File: config.mk
export PLATFORM = sky130hd
export DESIGN_NAME = lt100_timer_target_flat
export DESIGN_NICKNAME = d
export VERILOG_FILES = /design/src/rtl/lt100_timer_target_if.sv /design/src/rtl/lt100_timer_target.sv /design/src/flat_wrapper.sv
export SDC_FILE = /design/constraint.sdc
export NUM_CORES = 1
export LEC_CHECK = 0
export ABC_AREA = 1
export BUFFER_PORTS_ARGS = -buffer_cell sky130_fd_sc_hd__buf_2
export CAP_MARGIN = 20
export CELL_PAD_IN_SITES_DETAIL_PLACEMENT = 2
export CELL_PAD_IN_SITES_GLOBAL_PLACEMENT = 2
export CORE_UTILIZATION = 37
export DETAILED_ROUTE_END_ITERATION = 8
export GPL_TIMING_DRIVEN = 0
export PLACE_DENSITY = 0.92
export SLEW_MARGIN = 25
export SYNTH_ARGS = -nofsm -noshare
export SYNTH_HDL_FRONTEND = slang
export SYNTH_SLANG_ARGS = --single-unit
export TNS_END_PERCENT = 10
File: constraint.sdc
create_clock -name clk -period 5.2 [get_ports clk]
set_input_delay 0 -clock clk [delete_from_list [all_inputs] [get_ports clk]]
set_output_delay 0 -clock clk [all_outputs]
set_load 0.02 [all_outputs]
File: src/rtl/lt100_timer_target_if.sv
// lt100 bus target-side signal bundle: request fields from the initiator,
// completion/response fields back from the target.
interface lt100_timer_target_if;
    logic        enable;
    logic        wr_en;
    logic [31:0] addr;
    logic [31:0] i_data;
    logic [3:0]  be;
    logic        ready;
    logic [31:0] o_data;
    logic        bus_err;

    modport master (
        output enable, wr_en, addr, i_data, be,
        input  ready, o_data, bus_err
    );

    modport slave (
        input  enable, wr_en, addr, i_data, be,
        output ready, o_data, bus_err
    );
endinterface

File: src/rtl/lt100_timer_target.sv
// lt100 timer target: prescaled 32-bit up-counter with compare, sticky match
// flag and level interrupt, behind a 16-byte register window.
//
// Register window (offset = addr[3:2]):
//   0 CTRL   [0] run, [1] auto_reload, [2] irq_en, [3] one_shot (optional)
//   1 COUNT  read/write
//   2 CMP    read/write
//   3 STATUS [0] match, sticky, write-1-to-clear
//
// Optional feature macro: LT_TIMER_ONESHOT_EN
//   defined   -> CTRL[3] one_shot is implemented; a match tick clears run.
//   undefined -> CTRL[3] reads 0 and ignores writes.
//
// Bus FSM:
//   state    | meaning
//   S_IDLE   | waiting for enable; request fields latched on acceptance
//   S_WAIT   | inserting WAIT_STATES cycles (down-counter to 1)
//   S_ACCESS | single register side effect / read capture, ready rises
//   S_RESP   | holding response until initiator drops enable
module lt100_timer_target #(
    parameter logic [31:0] BASE_ADDR   = 32'h0000_2000,
    parameter int unsigned WAIT_STATES = 1,
    parameter int unsigned PRESCALE    = 16
) (
    input  logic                 clk,
    input  logic                 rst_n,
    lt100_timer_target_if.slave  bus,
    output logic                 irq
);

    localparam int unsigned PW = (PRESCALE > 1) ? $clog2(PRESCALE) : 1;
    localparam logic [PW-1:0] PRESC_LAST = PW'(PRESCALE - 1);

    typedef enum logic [1:0] {S_IDLE, S_WAIT, S_ACCESS, S_RESP} state_t;

    state_t      state;
    logic [3:0]  wait_cnt;
    logic        lat_wr;
    logic [31:2] lat_addr;
    logic [31:0] lat_data;
    logic [3:0]  lat_be;

    logic        ctrl_run;
    logic        ctrl_auto_reload;
    logic        ctrl_irq_en;
`ifdef LT_TIMER_ONESHOT_EN
    logic        ctrl_one_shot;
`endif
    logic [31:0] count;
    logic [31:0] cmp;
    logic        match;
    logic [PW-1:0] presc;

    logic        hit;
    logic        acc_wr;
    logic        wr_ctrl;
    logic        wr_count;
    logic        wr_cmp;
    logic        wr_status;
    logic        tick;
    logic        cmp_hit;
    logic        status_clr;
    logic [31:0] ctrl_word;
    logic [31:0] rd_word;

    function automatic logic [31:0] merge_be(input logic [31:0] old_v,
                                             input logic [31:0] new_v,
                                             input logic [3:0]  lanes);
        logic [31:0] r;
        r = old_v;
        for (int i = 0; i < 4; i++) begin
            if (lanes[i]) r[8*i +: 8] = new_v[8*i +: 8];
        end
        return r;
    endfunction

    // Writes are qualified by the ACCESS state so each request has exactly one side effect.
    assign hit        = (lat_addr[31:4] == BASE_ADDR[31:4]);
    assign acc_wr     = (state == S_ACCESS) && lat_wr && hit;
    assign wr_ctrl    = acc_wr && (lat_addr[3:2] == 2'd0);
    assign wr_count   = acc_wr && (lat_addr[3:2] == 2'd1);
    assign wr_cmp     = acc_wr && (lat_addr[3:2] == 2'd2);
    assign wr_status  = acc_wr && (lat_addr[3:2] == 2'd3);
    assign status_clr = wr_status && lat_be[0] && lat_data[0];
    assign tick       = ctrl_run && (presc == PRESC_LAST);
    assign cmp_hit    = tick && (count == cmp);

    // Assemble the CTRL view and the read mux.
    always_comb begin
        ctrl_word    = '0;
        ctrl_word[0] = ctrl_run;
        ctrl_word[1] = ctrl_auto_reload;
        ctrl_word[2] = ctrl_irq_en;
`ifdef LT_TIMER_ONESHOT_EN
        ctrl_word[3] = ctrl_one_shot;
`endif
        case (lat_addr[3:2])
            2'd0:    rd_word = ctrl_word;
            2'd1:    rd_word = count;
            2'd2:    rd_word = cmp;
            default: rd_word = {31'd0, match};
        endcase
    end

    // Bus handshake FSM with registered ready/o_data/bus_err.
    always_ff @(posedge clk or negedge rst_n) begin
        if (!rst_n) begin
            state    <= S_IDLE;
            wait_cnt <= '0;
            lat_wr   <= 1'b0;
            lat_addr <= '0;
            lat_data <= '0;
            lat_be   <= '0;
            bus.ready   <= 1'b0;
            bus.o_data  <= '0;
            bus.bus_err <= 1'b0;
        end else begin
            case (state)
                S_IDLE: begin
                    if (bus.enable) begin
                        lat_wr   <= bus.wr_en;
                        lat_addr <= bus.addr[31:2];
                        lat_data <= bus.i_data;
                        lat_be   <= bus.be;
                        wait_cnt <= 4'(WAIT_STATES);
                        state    <= (WAIT_STATES == 0) ? S_ACCESS : S_WAIT;
                    end
                end
                S_WAIT: begin
                    wait_cnt <= wait_cnt - 4'd1;
                    if (wait_cnt == 4'd1) state <= S_ACCESS;
                end
                S_ACCESS: begin
                    bus.ready   <= 1'b1;
                    bus.bus_err <= !hit;
                    bus.o_data  <= (hit && !lat_wr) ? rd_word : 32'd0;
                    state       <= S_RESP;
                end
                default: begin
                    if (!bus.enable) begin
                        bus.ready   <= 1'b0;
                        bus.bus_err <= 1'b0;
                        state       <= S_IDLE;
                    end
                end
            endcase
        end
    end

    // CTRL register; a bus write outranks the one-shot auto-clear of run.
    always_ff @(posedge clk or negedge rst_n) begin
        if (!rst_n) begin
            ctrl_run         <= 1'b0;
            ctrl_auto_reload <= 1'b0;
            ctrl_irq_en      <= 1'b0;
`ifdef LT_TIMER_ONESHOT_EN
            ctrl_one_shot    <= 1'b0;
`endif
        end else if (wr_ctrl) begin
            if (lat_be[0]) begin
                ctrl_run         <= lat_data[0];
                ctrl_auto_reload <= lat_data[1];
                ctrl_irq_en      <= lat_data[2];
`ifdef LT_TIMER_ONESHOT_EN
                ctrl_one_shot    <= lat_data[3];
`endif
            end
        end else begin
`ifdef LT_TIMER_ONESHOT_EN
            if (cmp_hit && ctrl_one_shot) ctrl_run <= 1'b0;
`endif
        end
    end

    // Prescaler, counter, compare and sticky match; bus writes to COUNT beat the tick.
    always_ff @(posedge clk or negedge rst_n) begin
        if (!rst_n) begin
            presc <= '0;
            count <= '0;
            cmp   <= 32'hFFFF_FFFF;
            match <= 1'b0;
        end else begin
            if (!ctrl_run || presc == PRESC_LAST) presc <= '0;
            else                                  presc <= presc + 1'b1;

            if (wr_count)  count <= merge_be(count, lat_data, lat_be);
            else if (tick) count <= (cmp_hit && ctrl_auto_reload) ? 32'd0 : count + 32'd1;

            if (wr_cmp) cmp <= merge_be(cmp, lat_data, lat_be);

            if (cmp_hit)         match <= 1'b1;
            else if (status_clr) match <= 1'b0;
        end
    end

    // Registered interrupt level.
    always_ff @(posedge clk or negedge rst_n) begin
        if (!rst_n) irq <= 1'b0;
        else        irq <= match & ctrl_irq_en;
    end

endmodule

File: src/flat_wrapper.sv
// flat-port wrapper written by rule: the top's interface ports become plain ports
module lt100_timer_target_flat 
#(
    parameter logic [31:0] BASE_ADDR   = 32'h0000_2000,
    parameter int unsigned WAIT_STATES = 1,
    parameter int unsigned PRESCALE    = 16
)
  (clk, rst_n, irq, bus_enable, bus_wr_en, bus_addr, bus_i_data, bus_be, bus_ready, bus_o_data, bus_bus_err);
  lt100_timer_target_if bus_i ();
  input  logic clk;
  input  logic rst_n;
  output logic irq;
  input wire logic [$bits(bus_i.enable)-1:0] bus_enable;
  input wire logic [$bits(bus_i.wr_en)-1:0] bus_wr_en;
  input wire logic [$bits(bus_i.addr)-1:0] bus_addr;
  input wire logic [$bits(bus_i.i_data)-1:0] bus_i_data;
  input wire logic [$bits(bus_i.be)-1:0] bus_be;
  output wire logic [$bits(bus_i.ready)-1:0] bus_ready;
  output wire logic [$bits(bus_i.o_data)-1:0] bus_o_data;
  output wire logic [$bits(bus_i.bus_err)-1:0] bus_bus_err;
  assign bus_i.enable = bus_enable;
  assign bus_i.wr_en = bus_wr_en;
  assign bus_i.addr = bus_addr;
  assign bus_i.i_data = bus_i_data;
  assign bus_i.be = bus_be;
  assign bus_ready = bus_i.ready;
  assign bus_o_data = bus_i.o_data;
  assign bus_bus_err = bus_i.bus_err;
  lt100_timer_target #(.BASE_ADDR(BASE_ADDR), .WAIT_STATES(WAIT_STATES), .PRESCALE(PRESCALE)) u_core (.clk(clk), .rst_n(rst_n), .bus(bus_i), .irq(irq));
endmodule
## Word-level counts from Yosys, hierarchy flattened

Index checks and enable logic that the tools add are counted.

- $add $sub $neg: 3
- Equality and inequality tests: 17
- Mux-type cells: 21
- Bitwise logic cells: 2
- Reduce and logical (&&, ||, !) cells: 35

Operator list:

| kind | count |
|---|---|
| $mux 32 | 4 |
| $pmux 32 s3 | 1 |
| $add 32x1->32 const B | 1 |
| $eq 32x32->1 | 1 |
| $mux 8 | 4 |
| $eq 28x10->1 const B | 1 |
| $reduce_and 2->1 | 12 |
| $logic_and 1x1->1 | 12 |
| $ne 2x1->1 const B | 6 |
| $mux 4 | 2 |
| $pmux 4 s2 | 1 |
| $eq 2x2->1 const B | 3 |
| $mux 2 | 3 |
| $pmux 2 s3 | 1 |
| $reduce_bool 2->1 | 3 |
| $add 4x1->4 const B | 1 |
| $eq 2x1->1 const B | 2 |
| $eq 4x1->1 const B | 1 |
| $eq 4x4->1 const B | 1 |
| $logic_not 2->1 | 2 |
| $ne 4x1->1 const B | 1 |
| $pmux 1 s2 | 2 |
| $sub 4x1->4 const B | 1 |
| $logic_not 1->1 | 3 |
| other kinds (7) | 9 |

- Register bits after elaboration: 180
- Bits of input ports: 72
- Output and inout port bits: 35
- Word-level logic and storage cells: 101

## Logic depth before layout (Yosys ltp)

- Depth after elaboration: 8
- Depth in mapped cells: 15

## Least setup slack after synthesis

Ideal clock, no wire load.

- Kind: register to register
- From: reg u_core.state[0]
- To: reg u_core.count[1]
- Data arrival time: 1.567 ns
- Required time: 5.078 ns
- Setup slack: 3.511 ns
- Stages on the path, launching flop included: 10
- Path buffers: 1
- Clock period less this slack: 1.689 ns
- Cell sequence: dfrtp_1 -> inv_1 -> ha_1 -> nand2_1 -> clkinv_1 -> nand3_4 -> clkbuf_1 -> nor2_1 -> nor2_1 -> a21oi_1

- Longest elaborated chain between the ends: 6

RTL lines:

| item | RTL line | text |
|---|---|---|
| start, declared | lt100_timer_target.sv:36 | `state_t state;` |
| start signal, assigned | lt100_timer_target.sv:126 | `state <= (WAIT_STATES == 0) ? S_ACCESS : S_WAIT;` |
| $eq 2x2->1 * | lt100_timer_target.sv:79 | `assign acc_wr = (state == S_ACCESS) && lat_wr && hit;` |
| $logic_and 1x1->1 * (2 in a row) | lt100_timer_target.sv:79 |  |
| $logic_and 1x1->1 * | lt100_timer_target.sv:81 | `assign wr_count = acc_wr && (lat_addr[3:2] == 2'd1);` |
| $ne 2x1->1 (no source line) or $reduce_bool 2->1 (tied branches) | -- |  |
| $reduce_and 2->1 (no source line) | -- |  |
| end signal, assigned | lt100_timer_target.sv:186 | `if (wr_count) count <= merge_be(count, lat_data, lat_be);` |
| end signal, assigned | lt100_timer_target.sv:187 | `else if (tick) count <= (cmp_hit && ctrl_auto_reload) ? 32'd0 : count + 32'd1;` |
| end, declared | lt100_timer_target.sv:49 | `logic [31:0] count;` |

Every way passes the cells marked *; elsewhere a longest branch is shown, timed or not.
A chain may end at the register's enable or synchronous reset.

## Final worst setup path

- From: reg u_core.count[1]
- To: reg u_core.count[28]

- Longest elaborated chain between the ends: 6

RTL lines:

| item | RTL line |
|---|---|
| parallel branches: the longest is 3 deep, another holds $add 32x1->32 | -- |
| $mux 32 * (2 in a row) | lt100_timer_target.sv:187 |
| $mux 32 * | lt100_timer_target.sv:186 |

Every way passes the cells marked *. The select of a mux whose other input is x is not followed.

==> impl_metrics.env <==
export IMPL_outcome="completed"
export IMPL_dp_cells=1685
export IMPL_drv_slew=0
export IMPL_seq_power_share=0.419
export IMPL_r2r_start="u_core.count[1]"
export IMPL_initial_core_util=0.378
export IMPL_vias_per_cell=5.57
export IMPL_synthTopCellsByCount="418 x nand2_1, 151 x inv_1, 148 x dfrtp_1, 125 x nor2_1, 100 x o21ai_0"
export IMPL_critPathTopFamily="simple AND/OR/NAND/NOR gates"
export IMPL_syn_area_per_cell_sq_um=7.64
export IMPL_period_share=0.526
export IMPL_grt_overflow=0
export IMPL_worstHoldPathCells=4
export IMPL_p_int_mw=2.71
export IMPL_cts_resized=0
export IMPL_timing_hold_ws_ns=0.286
export IMPL_cts_setup_buffers=0
export IMPL_place_area_sq_mm=0.0105
export IMPL_setup_slack_ns=2.47
export IMPL_root_buffer="clkbuf_16"
export IMPL_vdd_drop_max_uv=228
export IMPL_worstMarginPinSlew_ns=0.832
export IMPL_clk_pin_slew_worst_paths_ns=0.08
export IMPL_path_common_cell="nand2_1"
export IMPL_antenna_found_initial=0
export IMPL_syn2layout_area_growth_pct=24.2
export IMPL_synth_edf_count=0
export IMPL_synth_seq_cells=180
export IMPL_async_reset_ff_frac=1.00
export IMPL_grt_setup_unrepaired="no"
export IMPL_synth_top_cells_by_area="dfrtp_1 39%, nand2_1 16%, dfstp_2 8.8%, inv_1 5.9%, o21ai_0 5.2%"
export IMPL_timing_rr_end="u_core.count[28]"
export IMPL_synth_top_area_frac=0.388
export IMPL_start_kind="register"
export IMPL_nets=1524
export IMPL_grt_max_degree=76
export IMPL_cp_num_buf_inv=0
export IMPL_stdcell_area_sq_mm=0.0118
export IMPL_post_route_min_period_ns=2.73
export IMPL_wl_per_cell_microns=25.0
export IMPL_whs_endpoint="u_core.lat_addr[18]"
export IMPL_crit_fanout=5
export IMPL_tns_ns=0
export IMPL_ys_types=42
export IMPL_cts_sinks=180
export IMPL_final_core_util=0.469
export IMPL_h_tree_depth=4
export IMPL_worstHoldPathType="in2reg"
export IMPL_rows=58
export IMPL_power_mw=4.54
export IMPL_cpPeakStageDelay_ns=0.49
export IMPL_die_h_microns=163
export IMPL_p_comb_frac=0.271
export IMPL_grt_util_all_layers=0.351
export IMPL_p_switching_mw=1.82
export IMPL_grt_pass1_wl_microns=69200
export IMPL_maxCapViolations=0
export IMPL_cts_hold_buf=71
export IMPL_chipWidth_microns=163
export IMPL_slowest_stage="dfrtp_1"
export IMPL_cp_cell_sequence="ha_1 > nand2_1 > nor2_1 > nand3_1 > nor2_2 > nand2_1 > nand2_1 > nand2_1 > nor2_1 > nand2_1 > a21oi_1"
export IMPL_syn_num_nets=1328
export IMPL_dpl_hpwl_microns=25400
export IMPL_clock_latency_ns=0.46
export IMPL_yosys_warnings=0
export IMPL_crit_arrival_ns=3.11
export IMPL_r2r_cells=11
export IMPL_synth_cell_area_sq_mm=0.00954
export IMPL_fmax_ghz=0.366
export IMPL_hold_viol=0
export IMPL_final_cells=1788
export IMPL_p_leak_nw=5.61
export IMPL_clkPwrFrac=0.310
export IMPL_worstHoldStart="bus_addr[18]"
export IMPL_wl_microns=44700
export IMPL_finalSetupViolations=0
export IMPL_slew_headroom=0.445
export IMPL_cts_buffers=17
export IMPL_dr_pass1_iters=5
export IMPL_io_buffers=104
export IMPL_netlist_instances=1249
export IMPL_yosysSeqAreaShare=0.476
export IMPL_cts_tree="yes"
export IMPL_crit_required_ns=5.57
export IMPL_cp_end_kind="register"
export IMPL_synth_flop_cell="dfrtp_1"
export IMPL_grt_pass1_vias=11476
export IMPL_worst_clock_skew_ns=0.0187
export IMPL_drive_gt1_frac=0.178
export IMPL_core_sq_mm=0.0253
export IMPL_nFillCells=2883
export IMPL_r2r_setup_slack_ns=2.47
export IMPL_num_antenna_cells=0
export IMPL_yosys_area_top_type="dfrtp_1"
export IMPL_drc=0
export IMPL_dieArea_sq_mm=0.0264
export IMPL_synth_most_common_cell="nand2_1"
export IMPL_drt_iter0_drc=508
export IMPL_crit_type="reg2reg"
export IMPL_cts_buffer_depth=2
export IMPL_netSwitchingFraction=0.402
export IMPL_gp_congestion=0.847
export IMPL_p_per_area_mw_per_mm2=383
export IMPL_vias=9955
export IMPL_io_pins=107
export IMPL_pre_cts_ws_ns=2.73
export IMPL_antenna_left=0
## state kept, by name, summed over array words and instances (netlist names)
signal and cells:
u_core.lat_be 4, u_core.lat_wr 1, u_core.presc 4, u_core.match 1, u_core.lat_data 32, u_core.ctrl_irq_en 1, u_core.bus.o_data 32, u_core.state 2
u_core.cmp 32, u_core.ctrl_auto_reload 1, u_core.irq 1, u_core.wait_cnt 4, u_core.count 32, u_core.lat_addr 30, u_core.bus.ready 1, u_core.ctrl_run 1
u_core.bus.bus_err 1
## power by group through the flow
stage	registers (mW)	logic, mW	clock network [mW]
floorplan	1.82	0.654	0
global placement	1.84	0.977	0
detailed placement	1.87	1.07	0
CTS	1.86	1.15	1.42
global route	1.91	1.33	1.47
finish	1.90	1.23	1.41
## area by class of cell
cell class,instances,area (sq um),area share
timing repair buffer,177,1300,0.109
clock inverter,15,171,0.0145
multi-input combinational,865,4160,0.351
sequential,180,4540,0.384
tap,330,413,0.0349
clock buffer,17,425,0.0359
buffer,42,225,0.0190
inverter,162,611,0.0516
## kinds of logic after synthesis
group,synth area share
and+or+nand+nor,0.273
AOI/OAI and AO/OA,0.128
buffers and inverters,0.0876
DFF,0.476
xor gates and xnor gates,0.0248
adders and majority gates,0.00918
muxes,0.00118
## worst max-delay path by stage
stage                          end       startpoint  slack [ns]  depth (start not counted)
2_1_floorplan      u_core.count[1]  u_core.state[0]        3.51                          9
3_3_place_gp   u_core.lat_addr[18]            rst_n        1.10                          1
3_5_place_dp      u_core.count[29]   u_core.cmp[19]        2.73                         10
4_1_cts           u_core.count[29]   u_core.cmp[19]        2.66                         10
5_1_grt           u_core.count[24]  u_core.count[0]        2.39                         11
6_report          u_core.count[28]  u_core.count[1]        2.47                         11
## metal layers
metal / up-vias / track usage / wire length, microns
met3: 134 / 0.0537 / 2020
met5: - / 0 / 0
met4: 0 / 0.196 / 2180
li1: 4294 / - / -
met1: 5135 / 0.395 / 17300
met2: 392 / 0.632 / 23200
## worst reg2reg max path: cells and delay by family, from the launching register on
| family | cells | cell delay, ns |
|---|---|---|
| AND/OR/NAND/NOR | 9 | 1.71 |
| AO/OA/AOI/OAI | 1 | 0.17 |
| adder cells (fa/ha/maj) | 1 | 0.29 |
| flip-flops | 1 | 0.49 |
## layout by cell type (no fill, tap or decap), types with 9 or more instances in the layout
master,instances
dfstp_2,32
buf_2,109
xor2_1,18
o21ai_1,9
nand2_1,418
xnor2_1,9
dlygate4sd3_1,71
o22ai_1,25
a21oi_1,36
o21ai_2,32
dfrtp_1,148
nand3_1,20
nor3_1,13
clkbuf_1,25
nand4_1,12
inv_1,151
o21ai_0,100
clkbuf_16,17
nor2_1,125
No activity file was read; power rests on OpenSTA's default activity.
